<file path="config.mk">
export PLATFORM = sky130hd
export DESIGN_NAME = spi_sub_gen_flat
export DESIGN_NICKNAME = d
export VERILOG_FILES = /design/src/rtl/spi_sub_pkg.sv /design/src/rtl/spi_sub_gen_if.sv /design/src/rtl/spi_shift_reg.sv /design/src/rtl/spi_sub_gen.sv /design/src/flat_wrapper.sv
export SDC_FILE = /design/constraint.sdc
export NUM_CORES = 1
export LEC_CHECK = 0
export CORE_MARGIN = 2
export CORE_UTILIZATION = 30
export CTS_CLUSTER_DIAMETER = 30
export CTS_CLUSTER_SIZE = 25
export DETAILED_ROUTE_END_ITERATION = 12
export GPL_TIMING_DRIVEN = 0
export PLACE_DENSITY = 0.56
export SLEW_MARGIN = 5
export SYNTH_ARGS = -nofsm -noshare
export SYNTH_HDL_FRONTEND = slang
export SYNTH_SLANG_ARGS = --single-unit
</file>
<file path="constraint.sdc">
create_clock -name sclk -period 1.95 [get_ports sclk]
set_clock_uncertainty 0.1 [all_clocks]
set_input_delay 0.585 -clock sclk [delete_from_list [all_inputs] [get_ports sclk]]
set_output_delay 0.585 -clock sclk [all_outputs]
set_load 0.01 [all_outputs]
</file>
<file path="src/rtl/spi_sub_pkg.sv">
// Shared types for the SPI subordinate memory bridge.
// op_t    : 2-bit opcode carried in the top bits of every frame.
// state_t : frame sequencer states.
// Helpers split the opcode into its write / auto-increment flavours.
package spi_sub_pkg;

  typedef enum logic [1:0] {
    OP_READ       = 2'b00,
    OP_WRITE      = 2'b01,
    OP_READ_NEXT  = 2'b10,
    OP_WRITE_NEXT = 2'b11
  } op_t;

  typedef enum logic [2:0] {
    IDLE,
    RX,
    EXEC,
    CAP,
    TX,
    HOLD
  } state_t;

  function automatic logic op_is_write(op_t op);
    return (op == OP_WRITE) || (op == OP_WRITE_NEXT);
  endfunction

  function automatic logic op_is_next(op_t op);
    return (op == OP_READ_NEXT) || (op == OP_WRITE_NEXT);
  endfunction

endpackage

</file>
<file path="src/rtl/spi_sub_gen_if.sv">
// Pin bundle of the SPI subordinate: serial side (cs_n, mosi, miso) and
// memory side (r_en, w_en, addr, data_o, data_i).
// slave  : the bridge itself.
// master : the SPI host plus the memory it talks to.
interface spi_sub_gen_if #(
  parameter int ADDR_W = 10,
  parameter int DATA_W = 32
);
  logic              cs_n;
  logic              mosi;
  logic              miso;
  logic              r_en;
  logic              w_en;
  logic [ADDR_W-1:0] addr;
  logic [DATA_W-1:0] data_o;
  logic [DATA_W-1:0] data_i;

  modport slave  (input  cs_n, mosi, data_i,
                  output miso, r_en, w_en, addr, data_o);
  modport master (output cs_n, mosi, data_i,
                  input  miso, r_en, w_en, addr, data_o);
endinterface

</file>
<file path="src/rtl/spi_shift_reg.sv">
// Generic MSB-first shift register.
// clk/rst : clock, synchronous active-high clear.
// load    : parallel load of din (wins over shift).
// shift   : shift left one place, sin enters at bit 0.
// q/sout  : parallel contents / serial out (MSB).
module spi_shift_reg #(
  parameter int WIDTH = 8
) (
  input  logic             clk,
  input  logic             rst,
  input  logic             load,
  input  logic             shift,
  input  logic             sin,
  input  logic [WIDTH-1:0] din,
  output logic [WIDTH-1:0] q,
  output logic             sout
);

  always_ff @(posedge clk) begin
    if (rst)        q <= '0;
    else if (load)  q <= din;
    else if (shift) q <= {q[WIDTH-2:0], sin};
  end

  assign sout = q[WIDTH-1];

endmodule

</file>
<file path="src/rtl/spi_sub_gen.sv">
// SPI subordinate that turns one frame {op, addr, data} per cs_n assertion
// into a single memory read or write strobe and echoes {op, eff addr, data}.
// sclk : sole clock (posedge).   rst : synchronous active-high reset.
// bus  : cs_n/mosi/miso serial pins and r_en/w_en/addr/data_o/data_i memory port.
module spi_sub_gen
  import spi_sub_pkg::*;
#(
  parameter int ADDR_W = 10,
  parameter int DATA_W = 32
) (
  input  logic         sclk,
  input  logic         rst,
  spi_sub_gen_if.slave bus
);

  localparam int FRAME_W = 2 + ADDR_W + DATA_W;
  localparam int CNT_W   = $clog2(FRAME_W + 1);

  state_t              state, state_n;
  logic [CNT_W-1:0]    cnt, cnt_n;
  logic [ADDR_W-1:0]   ptr, addr_q, eff;
  logic [DATA_W-1:0]   data_q, d_cap;
  logic                r_en_q, w_en_q, miso_q, miso_n;
  logic                rx_shift, tx_load, tx_shift, exec;
  logic [FRAME_W-1:0]  rx_q, tx_q, frame_out;
  logic                rx_sout, tx_sout;
  op_t                 op;
  logic                unused;

  spi_shift_reg #(.WIDTH(FRAME_W)) u_rx (
    .clk(sclk), .rst(rst), .load(1'b0), .shift(rx_shift), .sin(bus.mosi),
    .din('0), .q(rx_q), .sout(rx_sout)
  );

  // The response MSB goes straight to miso at load time, so tx holds the
  // remaining bits pre-shifted; its MSB is always the next bit to send.
  spi_shift_reg #(.WIDTH(FRAME_W)) u_tx (
    .clk(sclk), .rst(rst), .load(tx_load), .shift(tx_shift), .sin(1'b0),
    .din({frame_out[FRAME_W-2:0], 1'b0}), .q(tx_q), .sout(tx_sout)
  );

  // rx stops shifting after the last bit, so the decode stays stable
  // through EXEC and CAP.
  assign op        = op_t'(rx_q[FRAME_W-1 -: 2]);
  assign eff       = op_is_next(op) ? ptr + ADDR_W'(1) : rx_q[FRAME_W-3 -: ADDR_W];
  assign d_cap     = op_is_write(op) ? data_q : bus.data_i;
  assign frame_out = {op, addr_q, d_cap};
  assign unused    = ^{rx_sout, tx_q};

  always_ff @(posedge sclk) begin
    if (rst) state <= IDLE;
    else     state <= state_n;
  end

  always_comb begin
    state_n  = state;
    cnt_n    = cnt;
    rx_shift = 1'b0;
    tx_load  = 1'b0;
    tx_shift = 1'b0;
    exec     = 1'b0;
    miso_n   = 1'b0;
    unique case (state)
      IDLE: if (!bus.cs_n) begin
        rx_shift = 1'b1;
        cnt_n    = CNT_W'(1);
        state_n  = RX;
      end
      RX: if (bus.cs_n) begin
        cnt_n   = '0;
        state_n = IDLE;
      end else begin
        rx_shift = 1'b1;
        cnt_n    = cnt + CNT_W'(1);
        if (cnt == CNT_W'(FRAME_W - 1)) state_n = EXEC;
      end
      // Frame is complete: the op commits even if cs_n rises now.
      EXEC: begin
        exec    = 1'b1;
        cnt_n   = '0;
        state_n = bus.cs_n ? IDLE : CAP;
      end
      CAP: if (bus.cs_n) begin
        state_n = IDLE;
      end else begin
        tx_load = 1'b1;
        miso_n  = frame_out[FRAME_W-1];
        state_n = TX;
      end
      TX: if (bus.cs_n) begin
        cnt_n   = '0;
        state_n = IDLE;
      end else begin
        tx_shift = 1'b1;
        cnt_n    = cnt + CNT_W'(1);
        if (cnt == CNT_W'(FRAME_W - 1)) begin
          cnt_n   = '0;
          state_n = HOLD;
        end else begin
          miso_n = tx_sout;
        end
      end
      HOLD: if (bus.cs_n) state_n = IDLE;
      default: state_n = IDLE;
    endcase
  end

  always_ff @(posedge sclk) begin
    if (rst) begin
      cnt    <= '0;
      ptr    <= '1;  // first *_NEXT after reset lands on address 0
      addr_q <= '0;
      data_q <= '0;
      r_en_q <= 1'b0;
      w_en_q <= 1'b0;
      miso_q <= 1'b0;
    end else begin
      cnt    <= cnt_n;
      miso_q <= miso_n;
      r_en_q <= exec && !op_is_write(op);
      w_en_q <= exec &&  op_is_write(op);
      if (exec) begin
        ptr    <= eff;
        addr_q <= eff;
        if (op_is_write(op)) data_q <= rx_q[DATA_W-1:0];
      end
    end
  end

  assign bus.miso   = miso_q;
  assign bus.r_en   = r_en_q;
  assign bus.w_en   = w_en_q;
  assign bus.addr   = addr_q;
  assign bus.data_o = data_q;

endmodule

</file>
<file path="src/flat_wrapper.sv">
// flat-port wrapper written by rule: the top's interface ports become plain ports
module spi_sub_gen_flat import spi_sub_pkg::*;
#(
  parameter int ADDR_W = 10,
  parameter int DATA_W = 32
)
  (sclk, rst, bus_cs_n, bus_mosi, bus_data_i, bus_miso, bus_r_en, bus_w_en, bus_addr, bus_data_o);
  spi_sub_gen_if #(.ADDR_W(ADDR_W), .DATA_W(DATA_W)) bus_i ();
  input  logic sclk;
  input  logic rst;
  input wire logic [$bits(bus_i.cs_n)-1:0] bus_cs_n;
  input wire logic [$bits(bus_i.mosi)-1:0] bus_mosi;
  input wire logic [$bits(bus_i.data_i)-1:0] bus_data_i;
  output wire logic [$bits(bus_i.miso)-1:0] bus_miso;
  output wire logic [$bits(bus_i.r_en)-1:0] bus_r_en;
  output wire logic [$bits(bus_i.w_en)-1:0] bus_w_en;
  output wire logic [$bits(bus_i.addr)-1:0] bus_addr;
  output wire logic [$bits(bus_i.data_o)-1:0] bus_data_o;
  assign bus_i.cs_n = bus_cs_n;
  assign bus_i.mosi = bus_mosi;
  assign bus_i.data_i = bus_data_i;
  assign bus_miso = bus_i.miso;
  assign bus_r_en = bus_i.r_en;
  assign bus_w_en = bus_i.w_en;
  assign bus_addr = bus_i.addr;
  assign bus_data_o = bus_i.data_o;
  spi_sub_gen #(.ADDR_W(ADDR_W), .DATA_W(DATA_W)) u_core (.sclk(sclk), .rst(rst), .bus(bus_i));
endmodule
</file>
# [After elaboration in Yosys (flattened, before gate mapping)]
# Cells that the tools add are included.
[word_totals] ff_bits=151 in_bits=36 out_inout_bits=45 word_cells=64
[op_classes] add_sub_neg=2 eq_ne=13 muxes=27 reduce_logical=12
[ops] cell="$mux 44" count=2
[ops] cell="$mux 32" count=1
[ops] cell="$mux 6" count=4
[ops] cell="$pmux 6 s4" count=1
[ops] cell="$mux 3" count=7
[ops] cell="$pmux 3 s6" count=1
[ops] cell="$add 10x1->10 const B" count=1
[ops] cell="$mux 10" count=1
[ops] cell="$mux 1" count=8
[ops] cell="$add 6x1->6 const B" count=1
[ops] cell="$eq 3x2->1 const B" count=2
[ops] cell="$eq 3x3->1 const B" count=2
[ops] cell="$eq 6x6->1 const B" count=1
[ops] cell="$ne 3x2->1 const B" count=2
[ops] cell="$eq 2x2->1 const B" count=2
[ops] cell="$ne 2x2->1 const B" count=2
[ops] cell="$reduce_and 2->1" count=2
[ops] cell="$reduce_and 4->1" count=1
[ops] cell="$reduce_bool 4->1" count=1
[ops] cell="$eq 3x1->1 const B" count=1
[ops] cell="$logic_not 3->1" count=1
[ops] cell="$eq 2x1->1 const B" count=1
[ops] cell="$logic_and 1x1->1" count=2
[ops] cell="$logic_or 1x1->1" count=2
[ops] cell="5 further kinds" count=5

# [Longest topological paths before layout]
# Gate-level depths: netlist (run 1).
[logic_depth] ltp_word=4 mapped_depth=6 ltp_nobuf=5

# [By module]
# A second synthesis (run 1) with hierarchy kept.
[hier_totals] hier_cells=782 hier_area_um2=7415.9
[modules_own_cells] mod="spi_shift_reg" n_inst=2 cells_each=197 area_per_inst_um2=2107.0 seq_area_each_um2=880.8
[modules_own_cells] mod="spi_sub_gen" n_inst=1 cells_each=388 area_per_inst_um2=3201.8 seq_area_each_um2=1281.2

# [Worst setup path after synthesis (run 1)]
# OpenSTA, ideal clock, no wires.
[synth_timing] kind="input to register" startpoint="input bus_cs_n" endpoint="register u_core.cnt[1]" setup_time_ns=0.071 arrival_time_ns=1.679 t_required_ns=1.779 slack_ns=0.100 cell_stages=5 path_buffers=1 path_cell_list="buf_2 > or3b_2 > mux2i_1 > o211ai_1 > a21oi_1"
[synth_via] elab_chain_len=2 word_cells_on_any_way=5 cone_classes="eq/ne (1); mux (3); reduce/logical (1)"
[synth_lines] item="from (decl)" line="flat_wrapper.sv:11" source="input wire logic [$bits(bus_i.cs_n)-1:0] bus_cs_n;"
[synth_lines] item="$mux 6 (tied with other cells)" line="spi_sub_gen.sv:90" source="TX: if (bus.cs_n) begin"
[synth_lines] item="$pmux 6 s4 / $reduce_and 2->1 (equally long branches)"
[synth_lines] item="to (signal assigned)" line="spi_sub_gen.sv:118" source="cnt <= cnt_n;"
[synth_lines] item="to (decl)" line="spi_sub_gen.sv:20" source="logic [CNT_W-1:0] cnt, cnt_n;"
# Several ways; a longest one is shown, not always the timed one.
# A chain may end at the register's enable or synchronous reset.

# [Final worst setup path (run 1)]
[layout_timing] startpoint="register u_core.u_rx.q[43]" endpoint="register u_core.miso_q, in the netlist u_core.bus.miso"
[layout_via] elab_chain_len=2
[layout_lines] item="from (decl)" line="spi_shift_reg.sv:15" source="output logic [WIDTH-1:0] q,"
[layout_lines] item="from (signal assigned)" line="spi_shift_reg.sv:21" source="else if (load) q <= din;"
[layout_lines] item="from (signal assigned)" line="spi_shift_reg.sv:22" source="else if (shift) q <= {q[WIDTH-2:0], sin};"
[layout_lines] item="$mux 1" line="spi_sub_gen.sv:83" source="CAP: if (bus.cs_n) begin"
[layout_lines] item="$pmux 1 s2" line="spi_sub_gen.sv:63" source="unique case (state)"
[layout_lines] item="to (signal assigned)" line="spi_sub_gen.sv:119" source="miso_q <= miso_n;"
[layout_lines] item="to (decl)" line="spi_sub_gen.sv:23" source="logic r_en_q, w_en_q, miso_q, miso_n;"
# Every way passes these cells.

==> flow_metrics.env, run 1 <==
export IMPL_hold_class="register to register"
export IMPL_wl_per_cell_um=15.54
export IMPL_reg2regPathDepth=4
export IMPL_cts_root_buf="clkbuf_16"
export IMPL_postSynthCellCount=798
export IMPL_routed_wl_um=18500
export IMPL_path_max_fanout=10
export IMPL_worstPathCellList="clkbuf_1 > buf_1 > nand2_1 > a221oi_1"
export IMPL_num_rows=54
export IMPL_cts_tree="built"
export IMPL_ys_async_sr_fraction_pct=0
export IMPL_synth_seq_area_share_pct=46.11
export IMPL_power_density_nw_per_um2=800.2
export IMPL_synth_commonest_cells="nand2_1 (226), dfxtp_1 (151), a21oi_1 (121)"
export IMPL_synthMuxAreaShare_pct=7.347
export IMPL_hp_start="u_core.u_tx.q[5]$_SDFFE_PP0P_"
export IMPL_setup_viol_count_final=0
export IMPL_die_area_um2=23050
export IMPL_r2r_slack_ns=0.1
export IMPL_yosysTopAreaCell="dfxtp_1"
export IMPL_syn_to_final_growth_pct=27.27
export IMPL_syn_nets=836
export IMPL_whs_endpoint="u_core.u_tx.q[5]$_SDFFE_PP0P_"
export IMPL_fin_crit_ns=1.851
export IMPL_tightest_slew_ns=0.6276
export IMPL_clk_latency_ns=0.43
export IMPL_syn_cell_area_um2=6556
export IMPL_final_core_util_pct=38.59
export IMPL_clk_pin_slew_ns=0.06
export IMPL_grt_pass1_wl_um=29810
export IMPL_avgViaCountPerCell=4.927
export IMPL_gp_congestion=0.7710
export IMPL_critical_path_class="register to register"
export IMPL_synthAdderAreaFrac_pct=0.5344
export IMPL_ios=81
export IMPL_antenna_found_initial=0
export IMPL_finalWorstSetupSlack_ns=0.09868
export IMPL_die_y_um=151.8
export IMPL_r2r_end="u_core.bus.miso$_SDFF_PP0_"
export IMPL_slowest_delay_ns=0.53
export IMPL_nFillCells=2316
export IMPL_clockBufferDepth=2
export IMPL_synthXorXnorAreaFrac_pct=1.202
export IMPL_ant_nets=0
export IMPL_ys_top_cells_by_area="dfxtp_1 (46%), nand2_1 (13%), a21oi_1 (9.2%), mux2i_1 (7.2%), o211ai_1 (3.9%)"
export IMPL_cp_end_kind="register"
export IMPL_yosysUniqueCellTypes=52
export IMPL_post_dp_hpwl_um=13390
export IMPL_vias=5868
export IMPL_synth_edf_count=0
export IMPL_synth_simple_area_share_pct=20.50
export IMPL_post_place_ws_ns=-0.8095
export IMPL_outcome="finished, final reports clean"
export IMPL_cts_buffers=17
export IMPL_final_seq_area_um2=3034
export IMPL_r2r_start="u_core.u_rx.q[43]$_SDFFE_PP0P_"
export IMPL_diodes=0
export IMPL_cts_htree_levels=4
export IMPL_grt_usage_pct=15.96
export IMPL_grt_max_degree=17
export IMPL_worstHoldPathCells=2
export IMPL_clkPwrFrac_pct=49.7
export IMPL_synth_top_family_by_area="simple AND/OR/NAND/NOR gates"
export IMPL_dr_pass1_iters=6
export IMPL_cp_slowest_cell="buf_1"
export IMPL_final_nets=939
export IMPL_portBuffers=80
export IMPL_ys_ff_latch=151
export IMPL_synth_compound_area_share_pct=19.56
export IMPL_drv_cap=0
export IMPL_cp_required_ns=2.15
export IMPL_multiInputGateArea_um2=3234
export IMPL_fmax_ghz=0.5402
export IMPL_period_share_pct=94.94
export IMPL_yosysTopAreaCellShare_pct=46.11
export IMPL_drive_gt1_share_pct=11.86
export IMPL_swShare_pct=22.27
export IMPL_vdd_ir_drop_max_uv=502.8
export IMPL_grt_pass1_vias=5651
export IMPL_hold_viol=0
export IMPL_comb_power_share_pct=3.9
export IMPL_worstPathArrival_ns=2.05
export IMPL_total_power_mw=6.677
export IMPL_cp_start_kind="register"
export IMPL_synth_warnings=0
export IMPL_die_w_um=151.8
export IMPL_syn_area_per_cell_um2=8.216
export IMPL_rsz0062_at_grt="false"
export IMPL_grt_overflow=0
export IMPL_drv_slew=0
export IMPL_synth_most_common_cell="nand2_1"
export IMPL_synthFlopType="dfxtp_1"
export IMPL_clock_sinks=151
export IMPL_drc_errors=0
export IMPL_power_internal_mw=5.190
export IMPL_relSlewSlack_pct=58.05
export IMPL_leakagePower_nw=2.874
export IMPL_design_core_area_um2=21620
export IMPL_drtIter0Drc=245
export IMPL_power_switching_mw=1.487
export IMPL_p_seq_share_pct=46.4
export IMPL_initial_core_util_pct=30.32
-- what timing repair did --
action,4_1_cts,5_1_grt
gates resized for setup,78,14
setup endpoints to repair,187,83
setup buffers,5,2
hold buffers,0,0
pin swaps,2,1
-- through the flow --
stage	hold WS [ns]	area (µm²)	setup TNS [ns]	instances
finish	0.3554	8344	0	1191
global route	0.3753	8344	0	1191
CTS	0.3559	8322	0	1191
detailed placement	0.3472	7707	-88.74	1158
global placement	0.3429	7707	-86.63	1158
floorplan	0.3357	6556	0	798
-- area by class of cell --
class	count	share of cell area [%]
multi-input cells	579	38.76
flip-flops and latches	151	36.36
repair buffers	87	9.537
clock buffers	17	5.098
well taps	280	4.199
plain buffers	63	4.094
clock inverters	12	1.859
inverters	2	0.08997
-- power groups by stage --
stage / registers (mW) / logic (mW) / clock network [mW]
after global placement: 3.17 / 0.249 / 0
after global routing: 3.10 / 0.281 / 3.48
after CTS: 3.10 / 0.260 / 3.36
after floorplan: 3.16 / 0.116 / 0
after detailed placement: 3.17 / 0.250 / 0
final: 3.10 / 0.259 / 3.32
-- how the worst max path moves through the flow --
stage / start / end / slack [ns] / cells after the start
after floorplan: bus_cs_n / u_core.cnt[1]$_SDFFE_PP0P_ / 0.1 / 5
after global placement: bus_cs_n / u_core.u_rx.q[21]$_SDFFE_PP0P_ / -0.77 / 7
after detailed placement: bus_cs_n / u_core.u_rx.q[15]$_SDFFE_PP0P_ / -0.81 / 7
after CTS: u_core.state[1]$_SDFFE_PP0P_ / u_core.bus.data_o[11]$_SDFFE_PP0P_ / 0.009 / 6
after global routing: u_core.state[1]$_SDFFE_PP0P_ / u_core.bus.data_o[15]$_SDFFE_PP0P_ / 0.002 / 6
final: u_core.u_rx.q[43]$_SDFFE_PP0P_ / u_core.bus.miso$_SDFF_PP0_ / 0.1 / 4
-- kinds of logic (layout without fill, tap and decap cells) --
kind of cell               count (synthesis)  after routing
and+or+nand+nor                          312            312
AOI/OAI and AO/OA                        207            207
DFF                                      151            151
buffers and inverters                     68            181
muxes                                     48             48
xor gates and xnor gates                   9              9
adders and majority gates                  3              3
-- worst max-delay path: cells and delay by family (launching register included) --
kind	cells	cell delay (ns)
simple gates	1	0.10
flops	1	0.30
compound gates	1	0.35
buf+inv	2	0.86
-- metal layers --
metal  vias up  part of all wire, %  global-route usage, %  routed length [µm]
met5         -                    0                      0                   0
met4         0                  1.7                  4.851                 323
met3        24                  3.8                  3.252                 707
met2       129                   47                  26.08                8622
met1      2759                   48                  21.30                8850
li1       2956                    -                      -                   -
-- placed cells by master (no fill, tap or decap), types with 4 or more instances in the layout --
master,n
clkbuf_4,4
clkbuf_1,17
nor2_1,34
buf_2,14
dfxtp_2,9
mux2i_1,47
o22ai_1,8
nand2_1,226
dlygate4sd2_1,46
nor3_1,5
buf_6,5
a21oi_1,121
and4_1,4
nor3b_1,5
buf_4,10
clkdlybuf4s50_1,34
dfxtp_1,142
and3_1,6
nor2b_1,4
nand2b_1,4
nand3_1,7
clkbuf_2,19
clkbuf_16,17
a211oi_1,5
xnor2_1,9
o21a_1,5
o211ai_1,34
o21ai_0,7
a211oi_2,8
nand4_1,4
-- registers in the layout, indices dropped and copies added, names as in the netlist --
name	flops
u_core.state	3
u_core.bus.data_o	32
u_core.bus.w_en	1
u_core.cnt	6
u_core.ptr	10
u_core.u_tx.q	43
u_core.bus.addr	10
u_core.u_rx.q	44
u_core.bus.miso	1
u_core.bus.r_en	1
Note: power is estimated with default switching activity, not from simulation.
==> inputs of run 2 (changes only) <==
- CORE_ASPECT_RATIO: default -> 0.9
- SETUP_SLACK_MARGIN: default -> 0.15
==> flow_metrics.env, run 2 (same netlist as run 1, synthesis figures left out) <==
export IMPL_cp_slowest_cell="dfxtp_1"
export IMPL_grt_pass1_wl_um=30330
export IMPL_routed_wl_um=18920
export IMPL_wl_per_cell_um=15.65
export IMPL_mostFrequentLayoutCells="nand2_1 (225), dfxtp_1 (135), a21oi_1 (121), mux2i_1 (47), clkbuf_2 (35)"
export IMPL_portBuffers=80
export IMPL_dr_pass1_iters=5
export IMPL_final_seq_area_um2=3048
export IMPL_avgViaCountPerCell=4.870
export IMPL_drv_slew=0
export IMPL_grt_overflow=0
export IMPL_post_place_ws_ns=-0.8240
export IMPL_num_rows=51
export IMPL_timing_critical_path_buf_inv=1
export IMPL_fmax_ghz=0.5667
export IMPL_cts_tree="built"
export IMPL_clockBufferDepth=2
export IMPL_worstPathCellList="clkdlybuf4s15_1"
export IMPL_largest_register="u_core.u_rx.q"
export IMPL_largest_register_ffs=44
export IMPL_die_w_um=159.8
export IMPL_cts_htree_levels=4
export IMPL_cts_root_buf="clkbuf_16"
export IMPL_setup_viol_count_final=0
export IMPL_tightest_slew_ns=0.6414
export IMPL_period_share_pct=90.49
export IMPL_cp_start_kind="register"
export IMPL_design_core_area_um2=21570
export IMPL_vias=5888
export IMPL_ios=81
export IMPL_cts_buffers=17
export IMPL_post_dp_hpwl_um=13490
export IMPL_clock_sinks=151
export IMPL_outcome="finished, final reports clean"
export IMPL_cp_end_kind="output port"
export IMPL_antenna_found_initial=0
export IMPL_gp_congestion=0.7585
export IMPL_diodes=0
export IMPL_drtIter0Drc=378
export IMPL_die_y_um=144.2
export IMPL_worstPathArrival_ns=1.08
export IMPL_drc_errors=0
export IMPL_nFillCells=2260
export IMPL_critical_path_class="register to output port"
export IMPL_finalWorstSetupSlack_ns=0.1854
export IMPL_initial_core_util_pct=30.40
export IMPL_rsz0062_at_grt="true"
export IMPL_hold_viol=0
export IMPL_slowest_delay_ns=0.39
export IMPL_leakagePower_nw=2.915
export IMPL_final_nets=944
export IMPL_clk_latency_ns=0.42
export IMPL_vdd_ir_drop_max_uv=437.3
export IMPL_cp_required_ns=1.26
export IMPL_grt_max_degree=17
export IMPL_grt_usage_pct=16.82
export IMPL_drv_cap=0
export IMPL_cp_top_family="flip-flops"
export IMPL_die_area_um2=23050
export IMPL_syn_to_final_growth_pct=30.06
export IMPL_hold_buffers=0
export IMPL_fin_crit_ns=1.765
export IMPL_power_density_nw_per_um2=803.6
export IMPL_grt_pass1_vias=5538
export IMPL_drive_gt1_share_pct=15.58
export IMPL_path_max_fanout=3
export IMPL_hold_class="register to register"
export IMPL_final_core_util_pct=39.53
export IMPL_multiInputGateArea_um2=3253
export IMPL_final_common_cell="nand2_1"
export IMPL_clk_pin_slew_ns=0.07
export IMPL_relSlewSlack_pct=57.13
export IMPL_ant_nets=0
==> run 2: changes by cell type in the layout (fill, tap and decap cells not counted), moves of 2 or more <==
| cell | before | now |
|---|---|---|
| dlygate4sd2_1 | 46 | 27 |
| buf_2 | 14 | 9 |
| clkbuf_1 | 17 | 6 |
| dfxtp_1 | 142 | 135 |
| dfxtp_4 | 0 | 2 |
| dfxtp_2 | 9 | 14 |
| buf_6 | 5 | 8 |
| clkinv_4 | 3 | 0 |
| clkdlybuf4s15_1 | 0 | 13 |
| clkbuf_4 | 4 | 7 |
| buf_4 | 10 | 15 |
| clkbuf_2 | 19 | 35 |
==> run 2: timing repair <==
action	4_1_cts	5_1_grt
gates cloned	0	0
pin swaps	2	6
endpoints found under the setup margin	193	148
gates resized for setup	100	74
buffers inserted	7	2
==> run 2: routing by layer <==
layer	GRT usage (%)	wire length (µm)	part of all wire, %
met1	23.97	9708	51
met5	0	0	0
met4	5.690	233	1.2
met2	25.15	8033	42
met3	3.613	943	5.0
==> run 2: final timing paths <==
kind                                           start                              end  slack [ns]  cells after the start
setup / recovery  u_core.bus.data_o[11]$_SDFFE_PP0P_                   bus_data_o[11]        0.19                      1
hold / removal        u_core.u_tx.q[11]$_SDFFE_PP0P_   u_core.u_tx.q[11]$_SDFFE_PP0P_        0.35                      2
setup reg to reg        u_core.state[1]$_SDFFE_PP0P_  u_core.bus.addr[2]$_SDFFE_PP0P_        0.22                      6
hold reg to reg       u_core.u_tx.q[11]$_SDFFE_PP0P_   u_core.u_tx.q[11]$_SDFFE_PP0P_        0.35                      2
==> run 2: report_power, final <==
group / internal (mW) / leakage [nW] / total [mW] / switching (mW)
registers: 3.09 / 1.22 / 3.10 / 0.00851
clock network: 2.17 / 0.296 / 3.48 / 1.31
logic: 0.117 / 1.40 / 0.272 / 0.155
total: 5.37 / 2.92 / 6.85 / 1.48
==> run 2: worst min-delay path: stages, from the launching register on <==
cell	delay, ns
dfxtp_1	0.31
nand2_1	0.05
a21oi_1	0.05
==> run 2: through the flow <==
step | power, mW | instances | hold WS, ns | TNS, ns | area (µm²)
after floorplan | 3.281 | 798 | 0.3357 | 0 | 6561
after global placement | 3.420 | 1169 | 0.3425 | -89.15 | 7726
after detailed placement | 3.419 | 1169 | 0.3464 | -90.75 | 7726
after CTS | 6.927 | 1207 | 0.3548 | 0 | 8438
after global routing | 7.099 | 1209 | 0.3666 | 0 | 8527
final | 6.852 | 1209 | 0.3543 | 0 | 8527
==> run 2: area by class of cell <==
class / instances / area share [%]
Clock buffer: 19 / 5.194
Inverter: 2 / 0.08804
Sequential cell: 151 / 35.74
Multi-Input combinational cell: 579 / 38.15
Timing Repair Buffer: 89 / 9.582
Tap cell: 291 / 4.270
Buffer: 66 / 4.916
Clock inverter: 12 / 2.054
